## config.mk

```make
export PLATFORM = sky130hd
export DESIGN_NAME = parity_share_arbiter
export DESIGN_NICKNAME = d
export VERILOG_FILES = /design/src/rtl/parity_pkg.sv /design/src/rtl/rr_arbiter.sv /design/src/rtl/parity_share_arbiter.sv
export SDC_FILE = /design/constraint.sdc
export NUM_CORES = 1
export LEC_CHECK = 0
export CAP_MARGIN = 15
export CORE_MARGIN = 3
export CORE_UTILIZATION = 30
export CTS_CLUSTER_DIAMETER = 100
export CTS_CLUSTER_SIZE = 12
export DETAILED_ROUTE_END_ITERATION = 8
export PLACE_DENSITY_LB_ADDON = 0.2
export SYNTH_ARGS = -nofsm -noshare
export SYNTH_HDL_FRONTEND = slang
export SYNTH_SLANG_ARGS = --single-unit
```

## constraint.sdc

```tcl
create_clock -name clk -period 3.8 [get_ports clk]
set_input_delay 0.76 -clock clk [delete_from_list [all_inputs] [get_ports clk]]
set_output_delay 0.76 -clock clk [all_outputs]
set_load 0.01 [all_outputs]
```

## src/rtl/parity_pkg.sv

```systemverilog
// Shared types for the parity-share arbiter: FSM state encoding and
// request-type constants seen on req_check.
package parity_pkg;

    typedef enum logic [1:0] {
        ST_IDLE  = 2'd0,
        ST_SHIFT = 2'd1,
        ST_HOLD  = 2'd2
    } state_e;

    localparam logic REQ_GEN   = 1'b0;
    localparam logic REQ_CHECK = 1'b1;

endpackage

```

## src/rtl/rr_arbiter.sv

```systemverilog
// Combinational round-robin arbiter: grants the first active request found
// when scanning upward from ptr_i, wrapping modulo N_REQ.
module rr_arbiter #(
    parameter int N_REQ = 4,
    parameter int SRC_W = 2
) (
    input  logic [N_REQ-1:0] req_i,
    input  logic [SRC_W-1:0] ptr_i,
    input  logic             en_i,
    output logic [N_REQ-1:0] grant_o,
    output logic [SRC_W-1:0] idx_o
);

    logic             found;
    logic [SRC_W-1:0] cand;

    // Priority scan starting at the round-robin pointer.
    always_comb begin
        grant_o = '0;
        idx_o   = '0;
        found   = 1'b0;
        cand    = '0;
        for (int k = 0; k < N_REQ; k++) begin
            cand = SRC_W'((int'(ptr_i) + k) % N_REQ);
            if (en_i && !found && req_i[cand]) begin
                found         = 1'b1;
                grant_o[cand] = 1'b1;
                idx_o         = cand;
            end
        end
    end

endmodule

```

## src/rtl/parity_share_arbiter.sv

```systemverilog
// Time-shares one bit-serial odd-parity engine between N_REQ requesters.
// A granted word is shifted through the engine LSB first, then the result
// is held on the output side until the consumer accepts it.
module parity_share_arbiter
    import parity_pkg::*;
#(
    parameter int N_REQ  = 4,
    parameter int DATA_W = 8,
    parameter int SRC_W  = 2,
    parameter int CNT_W  = 8
) (
    input  logic                    clk,
    input  logic                    rst,
    input  logic [N_REQ-1:0]        req_valid,
    input  logic [N_REQ-1:0]        req_check,
    input  logic [N_REQ*DATA_W-1:0] req_data,
    input  logic [N_REQ-1:0]        req_par,
    output logic [N_REQ-1:0]        req_ready,
    output logic                    out_valid,
    input  logic                    out_ready,
    output logic [DATA_W-1:0]       out_data,
    output logic                    out_parity,
    output logic                    out_err,
    output logic [SRC_W-1:0]        out_src,
    output logic [CNT_W-1:0]        err_count,
    input  logic                    err_clr
);

    localparam int               BC_W    = (DATA_W > 1) ? $clog2(DATA_W) : 1;
    localparam logic [BC_W-1:0]  BC_LAST = BC_W'(DATA_W - 1);
    localparam logic [CNT_W-1:0] CNT_MAX = '1;

    function automatic logic [CNT_W-1:0] sat_inc(input logic [CNT_W-1:0] v);
        return (v == CNT_MAX) ? v : v + CNT_W'(1);
    endfunction

    function automatic logic [SRC_W-1:0] next_ptr(input logic [SRC_W-1:0] s);
        return (int'(s) == N_REQ - 1) ? '0 : s + SRC_W'(1);
    endfunction

    state_e            state_q, state_d;
    logic [SRC_W-1:0]  rr_ptr_q, rr_ptr_d;
    logic [DATA_W-1:0] data_q, data_d;
    logic              check_q, check_d;
    logic              par_q, par_d;
    logic [SRC_W-1:0]  src_q, src_d;
    logic              acc_q, acc_d;
    logic [BC_W-1:0]   bit_cnt_q, bit_cnt_d;
    logic              ov_q, ov_d;
    logic [DATA_W-1:0] od_q, od_d;
    logic              op_q, op_d;
    logic              oe_q, oe_d;
    logic [SRC_W-1:0]  os_q, os_d;
    logic [CNT_W-1:0]  err_q, err_d;

    logic [N_REQ-1:0]  gnt;
    logic [SRC_W-1:0]  gnt_idx;
    logic [DATA_W-1:0] sel_data;
    logic              sel_check;
    logic              sel_par;
    logic              acc_next;
    logic              hs;

    rr_arbiter #(
        .N_REQ (N_REQ),
        .SRC_W (SRC_W)
    ) u_arb (
        .req_i   (req_valid),
        .ptr_i   (rr_ptr_q),
        .en_i    (state_q == ST_IDLE),
        .grant_o (gnt),
        .idx_o   (gnt_idx)
    );

    // Mux the granted requester's word, type and parity bit.
    always_comb begin
        sel_data  = '0;
        sel_check = 1'b0;
        sel_par   = 1'b0;
        for (int i = 0; i < N_REQ; i++) begin
            sel_data  = sel_data | (req_data[i*DATA_W +: DATA_W] & {DATA_W{gnt[i]}});
            sel_check = sel_check | (req_check[i] & gnt[i]);
            sel_par   = sel_par | (req_par[i] & gnt[i]);
        end
    end

    assign acc_next = acc_q ^ data_q[bit_cnt_q];

    // Next-state, capture, serial accumulate and output-register loading.
    always_comb begin
        state_d   = state_q;
        rr_ptr_d  = rr_ptr_q;
        data_d    = data_q;
        check_d   = check_q;
        par_d     = par_q;
        src_d     = src_q;
        acc_d     = acc_q;
        bit_cnt_d = bit_cnt_q;
        ov_d      = ov_q;
        od_d      = od_q;
        op_d      = op_q;
        oe_d      = oe_q;
        os_d      = os_q;
        hs        = 1'b0;
        unique case (state_q)
            ST_IDLE: begin
                if (|gnt) begin
                    data_d    = sel_data;
                    check_d   = (sel_check == REQ_CHECK);
                    par_d     = sel_par;
                    src_d     = gnt_idx;
                    acc_d     = 1'b0;
                    bit_cnt_d = '0;
                    state_d   = ST_SHIFT;
                end
            end
            ST_SHIFT: begin
                acc_d     = acc_next;
                bit_cnt_d = bit_cnt_q + BC_W'(1);
                if (bit_cnt_q == BC_LAST) begin
                    // Load the result registers so HOLD presents them directly.
                    state_d = ST_HOLD;
                    ov_d    = 1'b1;
                    od_d    = data_q;
                    op_d    = ~acc_next;
                    oe_d    = check_q & ~(acc_next ^ par_q);
                    os_d    = src_q;
                end
            end
            ST_HOLD: begin
                if (out_ready) begin
                    hs       = 1'b1;
                    ov_d     = 1'b0;
                    rr_ptr_d = next_ptr(src_q);
                    state_d  = ST_IDLE;
                end
            end
            default: state_d = ST_IDLE;
        endcase

        // Clear wins over a coincident failing handshake.
        err_d = err_q;
        if (err_clr) begin
            err_d = '0;
        end else if (hs && oe_q) begin
            err_d = sat_inc(err_q);
        end
    end

    // FSM, pointer, output and error-counter registers.
    always_ff @(posedge clk) begin
        if (rst) begin
            state_q  <= ST_IDLE;
            rr_ptr_q <= '0;
            ov_q     <= 1'b0;
            od_q     <= '0;
            op_q     <= 1'b0;
            oe_q     <= 1'b0;
            os_q     <= '0;
            err_q    <= '0;
        end else begin
            state_q  <= state_d;
            rr_ptr_q <= rr_ptr_d;
            ov_q     <= ov_d;
            od_q     <= od_d;
            op_q     <= op_d;
            oe_q     <= oe_d;
            os_q     <= os_d;
            err_q    <= err_d;
        end
    end

    // Capture and serial engine registers; always reloaded at grant.
    always_ff @(posedge clk) begin
        data_q    <= data_d;
        check_q   <= check_d;
        par_q     <= par_d;
        src_q     <= src_d;
        acc_q     <= acc_d;
        bit_cnt_q <= bit_cnt_d;
    end

    assign req_ready  = gnt;
    assign out_valid  = ov_q;
    assign out_data   = od_q;
    assign out_parity = op_q;
    assign out_err    = oe_q;
    assign out_src    = os_q;
    assign err_count  = err_q;

endmodule

```

==> results of run 1 <==
## cell usage in the layout, fill, tap and decap left out, types with 2 or more instances in the layout
cell type and count:
bufinv_16 2, mux2i_1 6, nor2b_1 5, buf_4 17, xor2_1 4, and3_1 2
o21ai_0 4, dfxtp_1 25, or3_1 2, a311oi_2 2, clkbuf_8 5, dlymetal6s2s_1 2
edfxtp_1 16, a32oi_1 10, and2_1 3, nand4_1 3, xnor2_1 3, o21a_1 2
a211oi_1 2, a22oi_1 2, a22oi_2 2, nor2_1 17, mux4_2 4, mux2_2 2
o221ai_2 2, o211ai_1 2, nand2_1 33, nand3_1 32, nor3_1 3, clkdlybuf4s50_1 69
ha_1 10, inv_1 9, a21oi_1 18
## area by class of cell
cell class / count / area (sq um) / area share
Inverter: 10 / 37.5 / 0.0107
Tap cell: 102 / 128 / 0.0364
Timing Repair Buffer: 89 / 852 / 0.243
Multi-Input combinational cell: 193 / 1370 / 0.391
Clock buffer: 5 / 68.8 / 0.0196
Sequential cell: 41 / 981 / 0.280
Clock inverter: 3 / 65.1 / 0.0186
## kinds of logic (layout without fill, tap and decap cells)
family                     Yosys count  after routing  share of synthesized area
and+or+nand+nor                    110            110                      0.217
buffers and inverters               28            107                     0.0570
muxes                               13             13                     0.0787
DFF                                 41             41                      0.395
adders and majority gates           11             11                     0.0555
xor gates and xnor gates             7              7                     0.0247
AOI/OAI and AO/OA                   52             52                      0.172
## what timing repair did
| item | in CTS | in global routing |
|---|---|---|
| setup endpoints to repair | 1 | 3 |
| cloned | 0 | 0 |
| resized for setup | 1 | 5 |
## metrics by stage
step                setup slack [ns]   TNS [ns]  total power, mW
finish                         0.122          0             1.18
global placement              0.0396          0            0.773
global route               -0.000785  -0.000785             1.24
detailed placement           -0.0178    -0.0178            0.776
CTS                           0.0381          0             1.19
floorplan                      0.629          0            0.671
## how the worst min path moves through the flow
stage / from / to / slack, ns / cells past startpoint
floorplan: out_data[0] / out_data[0] / 0.48 / 2
global placement: out_data[6] / out_data[6] / 0.45 / 2
detailed placement: out_src[0] / out_src[0] / 0.45 / 2
CTS: out_data[2] / out_data[2] / 0.46 / 2
global route: out_data[6] / out_data[6] / 0.47 / 2
finish: out_src[0] / out_src[0] / 0.46 / 2
## where the power goes
group | leakage (nW) | switching [mW] | internal (mW)
clock network | 0.0681 | 0.152 | 0.261
registers | 0.367 | 0.0271 | 0.503
logic | 0.848 | 0.107 | 0.127
total | 1.28 | 0.286 | 0.891
## worst max-delay path, delay by kind of cell
family	cells	cell delay (ns)
compound gates	3	0.78
buf+inv	3	1.27
simple gates	1	0.12
## flip-flops by register name, summed over array words and instances, names as in the netlist, 2 cells and up
signal	count
data_q	8
state_q	2
bit_cnt_q	3
src_q	2
rr_ptr_q	2
out_data	8
err_count	8
out_src	2
## layer usage
layer	wire (microns)	vias to the layer above	global-route usage
li1	-	1117	-
met1	2870	1009	0.178
met2	2820	45	0.201
met3	269	5	0.0317
met4	88	0	0.0464
met5	0	-	0
==> impl_metrics.ini, run 1 <==
[synth]
synthArstFlopShare = 0
synth_ff_type = dfxtp_1
syn_area_sq_mm = 0.00248
ys_top_cells_by_area = dfxtp_1 (20%), edfxtp_1 (19%), nand3_1 (6.5%)
yosysMostFrequentCell = nand2_1
synth-edff-count = 16
synth_area_per_cell_sq_um = 9.47
ys.warnings.count = 0
synth_area_leader_cell = dfxtp_1
syn_inst = 262
synth_seq_cells = 41
yosysSeqAreaShare = 0.395
syn_nets = 321
synth_top_cell_area_share = 0.202
ys_types = 50
synth_common_cells = nand2_1 (34), nand3_1 (32), dfxtp_1 (25)

[floorplanning]
initial_core_util = 0.315
core_sq_mm = 0.00789
pin_count = 73
rows = 32
die_x_microns = 96.9
die_h_microns = 96.9
dieArea_sq_mm = 0.00940

[worst_setup_path]
reg2reg_depth = 9
crit_path_top_delay_cell = clkdlybuf4s50_1
critPathKind = in -> out
critPathArrivalTime_ns = 2.92
required_ns = 3.04
endpoint_kind = output pin
reg2reg_slack_ns = 0.90
regToRegEndpoint = bit_cnt_q[1]
endpoint = req_ready[2]
critPathLaunchType = input port
cp_max_fo = 6
cp_cell_sequence = clkdlybuf4s50_1 -> buf_4 -> nor3_1 -> a32o_1 -> a22oi_2 -> o41ai_4 -> clkdlybuf4s50_1
slowest_delay_ns = 0.62
critPathMostFrequentCell = clkdlybuf4s50_1
r2r-start = rr_ptr_q[1]
cp-startpoint = req_valid[2]

[cells_and_area]
fillCellCount = 750
area_growth_pct = 41.2
diodes = 0
final_cell_area_sq_mm = 0.00350
nNetsFinal = 399
drive_gt1_frac = 0.141
fin_cells = 443
utilization = 0.444

[clocking]
clkSinkCount = 41
htreeDepth = 2
clkLatencyLatePin_ns = 0.29
cts_buffers = 5
post_cts_buffers = 0
path_clk_slew_ns = 0.08
cts_tree = done
ctsHoldBuffers = 0
cts_root_buf = clkbuf_8
clockBufferDepth = 2

[grt]
grt_pass1_vias = 2056
grt_pass1_wl_microns = 10200
grt-ovfl-total = 0
track_usage = 0.131
antenna_found_initial = 0
grt_max_degree = 26

[sta]
tightest_slew_ns = 0.659
clock_skew_ns = 0.00442
slew_headroom = 0.559
hold_violations = 0
fmax_mhz = 272
whs_ns = 0.456
post-route-min-period_ns = 3.68
slew_viol_final = 0
setup_viol = 0
min_period_over_period = 0.968

[drt]
post-route-drc-count = 0
vias = 2176
viasPerCell = 4.91
drt_iter0_markers = 74
routed_wl_microns = 6050
firstDrtPassIters = 4
post_drt_wl_per_cell_microns = 13.7
antenna_left = 0

[power_and_ir_drop]
p_per_area_mw_per_mm2 = 336
p_leak_nw = 1.28
peakVddDrop_uv = 153

[placement]
dp_hpwl_microns = 4730
placed_area_sq_mm = 0.00336
portBuffers = 72
dp.cells = 435
finalWeightedCongestion = 0.803

[status]
status = completed

[hold_path]
hold_path_class = reg -> reg

[flow_run]
max_cap_viol_count = 0
Power figures use the tool's default switching activity.
==> run 2, diff against run 1 <==
SKIP_CTS_REPAIR_TIMING = 1   (was unset)
==> impl_metrics.ini, run 2 (same netlist as run 1, synthesis figures left out) <==
[clocking]
htreeDepth = 2
clkLatencyLatePin_ns = 0.29
cts_tree = done
clockBufferDepth = 2
path_clk_slew_ns = 0.08
cts_root_buf = clkbuf_8
cts_buffers = 5
clkSinkCount = 41

[worst_setup_path]
cp_cell_sequence = clkdlybuf4s50_1 -> buf_4 -> nor3_1 -> a32o_1 -> a22oi_2 -> o41ai_4 -> clkdlybuf4s50_1
r2r-start = rr_ptr_q[1]
endpoint_kind = output pin
regToRegEndpoint = bit_cnt_q[1]
crit_path_top_delay_cell = clkdlybuf4s50_1
cp_max_fo = 6
critPathArrivalTime_ns = 2.92
reg2reg_slack_ns = 0.90
critPathMostFrequentCell = clkdlybuf4s50_1
reg2reg_depth = 9
slowest_delay_ns = 0.62
critPathKind = in -> out
required_ns = 3.04
critPathLaunchType = input port

[grt]
antenna_found_initial = 0
grt_pass1_vias = 2056
grtUsageMet2 = 0.201
grt_pass1_wl_microns = 10200
track_usage = 0.131
grt_busiest_layer = met2
grt_max_degree = 26
use_met1 = 0.178
grt-ovfl-total = 0
grt_use_met3 = 0.0317

[cells_and_area]
fillCellCount = 748
nNetsFinal = 399
final_common_cell = clkdlybuf4s50_1
diodes = 0
area_growth_pct = 41.4
drive_gt1_frac = 0.141
layout_common_cells = clkdlybuf4s50_1 (69), nand2_1 (33), nand3_1 (32)
fin_cells = 443

[hold_path]
whs_endpoint = out_src[0]
whs_path_depth = 2
hold_path_class = reg -> reg
min_from = out_src[0]

[drt]
firstDrtPassIters = 4
viasPerCell = 4.91
post_drt_wl_per_cell_microns = 13.7
drt_iter0_markers = 74
post-route-drc-count = 0
routed_wl_microns = 6050
vias = 2175
antenna_left = 0

[floorplanning]
initial_core_util = 0.315
pin_count = 73
rows = 32
die_x_microns = 96.9
dieArea_sq_mm = 0.00940
die_h_microns = 96.9
core_sq_mm = 0.00789

[sta]
fin_ws_ns = 0.121
hold_violations = 0
min_period_over_period = 0.968
whs_ns = 0.456
slew_headroom = 0.559
post-route-min-period_ns = 3.68
setup_viol = 0
slew_viol_final = 0
fmax_mhz = 272
clock_skew_ns = 0.00442
tightest_slew_ns = 0.659

[placement]
dp.cells = 435
dp_hpwl_microns = 4730
pre_cts_slack_ns = -0.0178
finalWeightedCongestion = 0.803
portBuffers = 72

[flow_run]
max_cap_viol_count = 0

[power_and_ir_drop]
p_leak_nw = 1.29
p_per_area_mw_per_mm2 = 336
peakVddDrop_uv = 153

[status]
status = completed
run 2: cell count changes in the layout (fill, tap and decap cells not counted):
cell	change
dlymetal6s2s_1	+1
dlygate4sd2_1	-1
run 2: critical path, delay by kind of cell:
family	cells	cell delay, ns
AOI/OAI and AO/OA	3	0.78
buffers and inverters	3	1.27
and+or+nand+nor	1	0.12
run 2: area by class of cell:
class	count	area (sq um)	area share
sequential	41	981	0.280
clock buffer	5	68.8	0.0196
timing repair buffer	89	856	0.244
multi-input combinational	193	1370	0.391
inverter	10	37.5	0.0107
tap	102	128	0.0364
clock inverter	3	65.1	0.0186
run 2: how the worst max path moves through the flow:
stage                       from            to  slack [ns]
floorplan            rr_ptr_q[0]  req_ready[0]        0.63
global placement    req_valid[3]  req_ready[0]        0.04
detailed placement  req_valid[3]  req_ready[0]       -0.02
CTS                 req_valid[3]  req_ready[0]       -0.01
global route        req_valid[2]  req_ready[1]     -0.0008
finish              req_valid[2]  req_ready[2]        0.12
run 2: layer usage:
metal / routed length (microns) / share of wire / vias to the layer above
met5: 0 / 0 / -
li1: - / - / 1117
met2: 2820 / 0.47 / 45
met1: 2870 / 0.48 / 1008
met4: 88 / 0.015 / 0
met3: 269 / 0.044 / 5
run 2: metrics by stage:
stage,instance area [sq um],power [mW],util,TNS (ns)
2_1_floorplan,2480,0.671,-,0
3_3_place_gp,3360,0.773,0.425,0
3_5_place_dp,3360,0.776,0.425,-0.0178
4_1_cts,3490,1.19,0.442,-0.0131
5_1_grt,3510,1.24,0.445,-0.000785
6_report,3510,1.18,0.445,0
run 2: report_power, final:
part,total [mW],switching (mW),internal (mW)
Combinational,0.234,0.107,0.127
Sequential,0.530,0.0271,0.503
Clock,0.413,0.152,0.261
